**config.mk**
```make
export PLATFORM = sky130hd
export DESIGN_NAME = snn_layer_epoch_ctrl
export DESIGN_NICKNAME = d
export VERILOG_FILES = /design/src/rtl/snn_layer_epoch_ctrl.sv
export SDC_FILE = /design/constraint.sdc
export NUM_CORES = 1
export LEC_CHECK = 0
export ABC_AREA = 1
export CAP_MARGIN = 0
export CORE_MARGIN = 2
export CORE_UTILIZATION = 51
export DETAILED_ROUTE_END_ITERATION = 8
export HOLD_SLACK_MARGIN = 0.15
export PLACE_DENSITY_LB_ADDON = 0.2
export SLEW_MARGIN = 25
export SYNTH_ARGS = -nofsm -noshare
export SYNTH_HDL_FRONTEND = slang
export SYNTH_SLANG_ARGS = --single-unit
```
**constraint.sdc**
```tcl
create_clock -name CLK -period 1.71 [get_ports CLK]
set_clock_uncertainty 0.05 [all_clocks]
set_input_delay 0.342 -clock CLK [delete_from_list [all_inputs] [get_ports CLK]]
set_output_delay 0.342 -clock CLK [all_outputs]
set_load 0.01 [all_outputs]
```
**src/rtl/snn_layer_epoch_ctrl.sv**
```systemverilog
// snn_layer_epoch_ctrl: preload/stream/train sequencer with per-node ones counters.
// Define SNN_EPOCH_BIPOLAR_EN to report 2*ones-L instead of the raw ones count.
module snn_layer_epoch_ctrl #(
  parameter int NODES = 5,
  parameter int LW    = 10,
  parameter int PRE   = 2
) (
  input  logic                     CLK,
  input  logic                     INIT_n,
  input  logic                     start,
  input  logic [LW-1:0]            stream_len,
  input  logic                     train_en,
  input  logic [3:0]               train_cycles,
  input  logic [NODES-1:0]         a_out,
  input  logic                     res_ready,
  output logic                     layer_init,
  output logic                     training_flag,
  output logic                     busy,
  output logic                     res_valid,
  output logic [NODES*(LW+1)-1:0]  res_count
);

  localparam int CW = (LW > 4) ? LW : 4;
  localparam int FW = LW + 1;

  typedef enum logic [2:0] {
    S_IDLE,
    S_PRELOAD,
    S_RUN,
    S_TRAIN,
    S_HOLD
  } state_e;

  state_e                       state_q, state_d;
  logic [CW-1:0]                cnt_q, cnt_d;
  logic [LW-1:0]                len_q, len_d;
  logic                         ten_q, ten_d;
  logic [3:0]                   tcy_q, tcy_d;
  logic [NODES-1:0][LW-1:0]     ones_q, ones_d;
  logic [NODES*FW-1:0]          res_q, res_d;
  logic                         train_go;
  logic                         hold_entry;

  assign train_go = ten_q && (tcy_q != 4'd0);

  // Phase sequencing: each state loads the counter with its length minus one.
  always_comb begin
    state_d = state_q;
    len_d   = len_q;
    ten_d   = ten_q;
    tcy_d   = tcy_q;
    cnt_d   = (cnt_q != '0) ? cnt_q - CW'(1) : cnt_q;
    unique case (state_q)
      S_IDLE: begin
        if (start) begin
          state_d = S_PRELOAD;
          cnt_d   = CW'(PRE - 1);
          len_d   = stream_len;
          ten_d   = train_en;
          tcy_d   = train_cycles;
        end
      end
      S_PRELOAD: begin
        if (cnt_q == '0) begin
          if (len_q != '0) begin
            state_d = S_RUN;
            cnt_d   = CW'(len_q) - CW'(1);
          end else if (train_go) begin
            state_d = S_TRAIN;
            cnt_d   = CW'(tcy_q) - CW'(1);
          end else begin
            state_d = S_HOLD;
            cnt_d   = '0;
          end
        end
      end
      S_RUN: begin
        if (cnt_q == '0) begin
          if (train_go) begin
            state_d = S_TRAIN;
            cnt_d   = CW'(tcy_q) - CW'(1);
          end else begin
            state_d = S_HOLD;
            cnt_d   = '0;
          end
        end
      end
      S_TRAIN: begin
        if (cnt_q == '0) begin
          state_d = S_HOLD;
          cnt_d   = '0;
        end
      end
      S_HOLD: begin
        if (res_ready) begin
          state_d = S_IDLE;
          cnt_d   = '0;
        end
      end
      default: begin
        state_d = S_IDLE;
        cnt_d   = '0;
      end
    endcase
  end

  // Ones counters: clear on acceptance, accumulate a_out in every RUN cycle.
  always_comb begin
    ones_d = ones_q;
    for (int i = 0; i < NODES; i++) begin
      if (state_q == S_IDLE && start) begin
        ones_d[i] = '0;
      end else if (state_q == S_RUN) begin
        ones_d[i] = ones_q[i] + LW'(a_out[i]);
      end
    end
  end

  assign hold_entry = (state_d == S_HOLD) && (state_q != S_HOLD);

  // Result capture on HOLD entry, including the final RUN sample.
  always_comb begin
    res_d = res_q;
    if (hold_entry) begin
      for (int i = 0; i < NODES; i++) begin
`ifdef SNN_EPOCH_BIPOLAR_EN
        res_d[i*FW +: FW] = {ones_d[i], 1'b0} - {1'b0, len_q};
`else
        res_d[i*FW +: FW] = {1'b0, ones_d[i]};
`endif
      end
    end
  end

  // State and datapath registers with synchronous active-low reset.
  always_ff @(posedge CLK) begin
    if (!INIT_n) begin
      state_q <= S_IDLE;
      cnt_q   <= '0;
      len_q   <= '0;
      ten_q   <= 1'b0;
      tcy_q   <= '0;
      ones_q  <= '0;
      res_q   <= '0;
    end else begin
      state_q <= state_d;
      cnt_q   <= cnt_d;
      len_q   <= len_d;
      ten_q   <= ten_d;
      tcy_q   <= tcy_d;
      ones_q  <= ones_d;
      res_q   <= res_d;
    end
  end

  assign layer_init    = (state_q == S_PRELOAD);
  assign training_flag = (state_q == S_TRAIN);
  assign busy          = (state_q != S_IDLE);
  assign res_valid     = (state_q == S_HOLD);
  assign res_count     = res_q;

endmodule

```
==> impl_results.md <==
* Average vias per placed instance at ~5.5
* Sequential area share after synthesis at 38.2%
* Drt total wl at between 20000 and 25000 um
* Initial Utilization at approximately 53%
* Worst Setup Path Type: flip-flop to flip-flop
* Die span in x at roughly 120 um
* HP Start: INIT_n
* FMAX at slightly above 500 MHz
* Mapped cell area at between 6000 and 7000 um^2
* Final number of setup-violating endpoints at between 50 and 60
* Layout cells sized above 1 at between 20% and 30%
* Library cells used by synthesis at 35
* CP Max Fanout at 7
* First-pass GRT wire length at 32900 um
* Clock Latency Late Sink at roughly 420 ps
* FILL cells at ~840
* Iteration count of the initial detailed-routing pass at 5
* Total CTS buffers at 17
* Post-Layout Cell Count at approximately 1400
* Hold violation count in the final report at 0
* Final slew viol count at 0
* PwrDens at 1360 nW/um^2
* ANT cells at 0
* Final Cycle Share at 113%
* CTS tree: built
* CTS hold repair buffers at 0
* Sequential fraction of design power at a little over a quarter
* Sw power at around 0.0048 W
* DP Wirelength at between 10000 and 15000 um
* Element type at the critical path end: flip-flop
* Area of the multi-input gates at ~4100 um^2
* Clock period minus worst slack at 1930 ps
* Synthesized area per cell at roughly 6.6 um^2
* Outcome: finished with violations
* Net count, final at approximately 1300
* Largest area contributor in the netlist: dfxtp_1
* Startpoint Class: flip-flop
* Post-layout instance area at about 10000 um^2
* Cells after DPL at 1330
* FF-to-FF Start: tcy_q[0]
* Drt drc at 0
* Die height at between 100 and 150 um
* Grt ovf at 0
* Setup WS pre-CTS at -425 ps
* CTS sink count at about 130
* Design Power at 0.0136 W
* Worst hold path type: input pin to flip-flop
* Placed cell area at around 8400 um^2
* Vias in the first global route at 6981
* Clock Tree Root: clkbuf_16
* Wire per inst at about 16 um
* Gpl congestion at approximately 0.89
* ANT nets after route at 0
* Leakage at 4.76 nW
* Clk buf depth at 2
* Failing checks: setup timing
* Synthesis Warnings at 0
* VDD IR max at just under 800 uV
* Max-cap violation count at 0
* WP data required at approximately 2000 ps
* Seq. cell area at between 2000 and 3000 um^2
* Top cells by area, synth: dfxtp_1, nand2_1, nor2_1
* Largest net degree at the start of global routing at slightly below 60
* Initial drt markers at 621
* Switch share at 35.3%
* Die area at around 14000 um^2
* RSZ-0062 raised after global routing: yes
* Combinational Power Share at 44.3%
* Total GRT Usage at between 20 and 30%
* Reg clk slew, reported paths at roughly 60 ps
* Vias at roughly 7700
* Htree depth at 4
* Area Growth Syn to Fin at 49.5%
* Ports at 83
* Core ar. at between 10000 and 15000 um^2
* Num rows at 41
* Port bufs at 77
* Synth Instances at about 1000
* Antenna violations before repair at 0
* Worst path arrival time at between 2000 and 2500 ps
* Cell-internal power at between 0.008 and 0.009 W
* Final worst slack at -225 ps
* Top-area cell type share of the netlist area at roughly two fifths
* Worst setup path start: tcy_q[0]
* Yosys reg bits at approximately 130
* Clock power share at roughly 29%
## worst paths after layout
check | end | slack, ps | cells past startpoint
worst max-delay path | res_count[40] | -220 | 12
worst min-delay path | res_count[45] | 310 | 3
worst max register to register | res_count[40] | -220 | 12
worst min register to register | res_count[33] | 410 | 2
## cell type report
class / count / area share (%)
clock inverters: 4 / 1.20
well taps: 172 / 2.14
inverters: 108 / 4.11
repair buffers: 219 / 21.2
flip-flops and latches: 128 / 25.6
multi-input cells: 739 / 40.5
clock buffers: 28 / 5.15
## cell usage in the layout, fill, tap and decap left out, types with 5 or more instances in the layout
cell type / Yosys / layout
buf_12: 0 / 10
inv_1: 104 / 92
buf_6: 1 / 8
dlygate4sd2_1: 0 / 13
ha_2: 0 / 7
nand2_2: 3 / 14
nand3_2: 1 / 21
ha_4: 0 / 7
o21ai_0: 33 / 29
a21oi_2: 0 / 15
xor2_1: 7 / 7
nor3_1: 8 / 6
nand2_1: 252 / 237
o21bai_1: 17 / 15
nor2_1: 148 / 128
dfxtp_1: 128 / 122
o211ai_1: 6 / 6
nand2_4: 2 / 5
conb_1: 1 / 5
dfxtp_2: 0 / 5
inv_2: 4 / 13
a21oi_1: 88 / 71
nor2_2: 4 / 16
clkbuf_1: 15 / 6
buf_4: 12 / 117
buf_8: 0 / 6
nand3_1: 95 / 71
xnor2_1: 5 / 5
dlymetal6s2s_1: 0 / 22
clkbuf_8: 0 / 5
nand4_1: 20 / 20
clkdlybuf4s50_1: 0 / 37
clkbuf_16: 0 / 20
and2_1: 9 / 9
nor2_4: 2 / 10
## synthesized netlist by cell type, drive strengths merged
cell	number
a21boi	1
or2	6
a21oi	88
conb	1
nor4	1
o21ai	37
nand4	20
nand2	257
o22ai	1
inv	108
and2	9
buf	35
a31oi	2
nor3	9
a31o	1
nand3	96
nor2	154
o21bai	17
ha	15
xor2	7
clkbuf	15
xnor2	5
o211ai	6
dfxtp	128
## stage by stage
stage,TNS (ps),hold slack (ps),utilization [%]
2_1_floorplan,0,402,-
3_3_place_gp,-21060,401,65.7
3_5_place_dp,-22720,404,65.7
4_1_cts,-1000,305,74.5
5_1_grt,-10440,345,78.9
6_report,-4660,313,78.9
## metal layers
metal / vias up / share of wire, % / track usage (%) / routed length [um]
met2: 305 / 52 / 50.9 / 11500
met3: 102 / 6.0 / 4.63 / 1350
met4: 0 / 4.6 / 13.4 / 1030
li1: 3662 / - / - / -
met1: 3587 / 38 / 33.6 / 8410
met5: - / 0 / 0 / 0
## what timing repair did
action | 4_1_cts | 5_1_grt
resized for setup | 97 | 123
endpoints found under the setup margin | 77 | 107
setup buffers | 14 | 17
pin swaps | 27 | 46
cloned | 6 | 3
## logic make-up after synthesis
logic type      after synthesis  synth area share (%)
simple gates                552                  35.1
buf+inv                     158                  9.91
other cells                   1                0.0558
xor+xnor                     12                  1.57
flops                       128                  38.2
compound gates              153                  12.4
fa+ha+maj                    15                  2.79
## sequential cells by signal, indices dropped and copies added, names as in the netlist
name and flops:
cnt_q 10, len_q 10, ones_q 50, res_count 50, state_q 3, tcy_q 4
ten_q 1
## critical path: stages, from the launching register on
cell and delay (ps):
dfxtp_2 340, inv_2 60, ha_4 160, nand2_2 80, nand2_2 90, nand4_1 110, nand2_1 100, inv_4 130
nand2_8 130, buf_8 160, buf_12 130, a21oi_1 180, nor2_1 80
## power by group through the flow
stage / clock, W / sequential [W] / combinational [W]
global route: 0.00409 / 0.00368 / 0.00653
global placement: 0 / 0.00365 / 0.00453
finish: 0.00393 / 0.00365 / 0.00603
floorplan: 0 / 0.00374 / 0.00274
CTS: 0.00394 / 0.00362 / 0.00528
detailed placement: 0 / 0.00366 / 0.00461
Note: power is estimated with default switching activity, not from simulation.
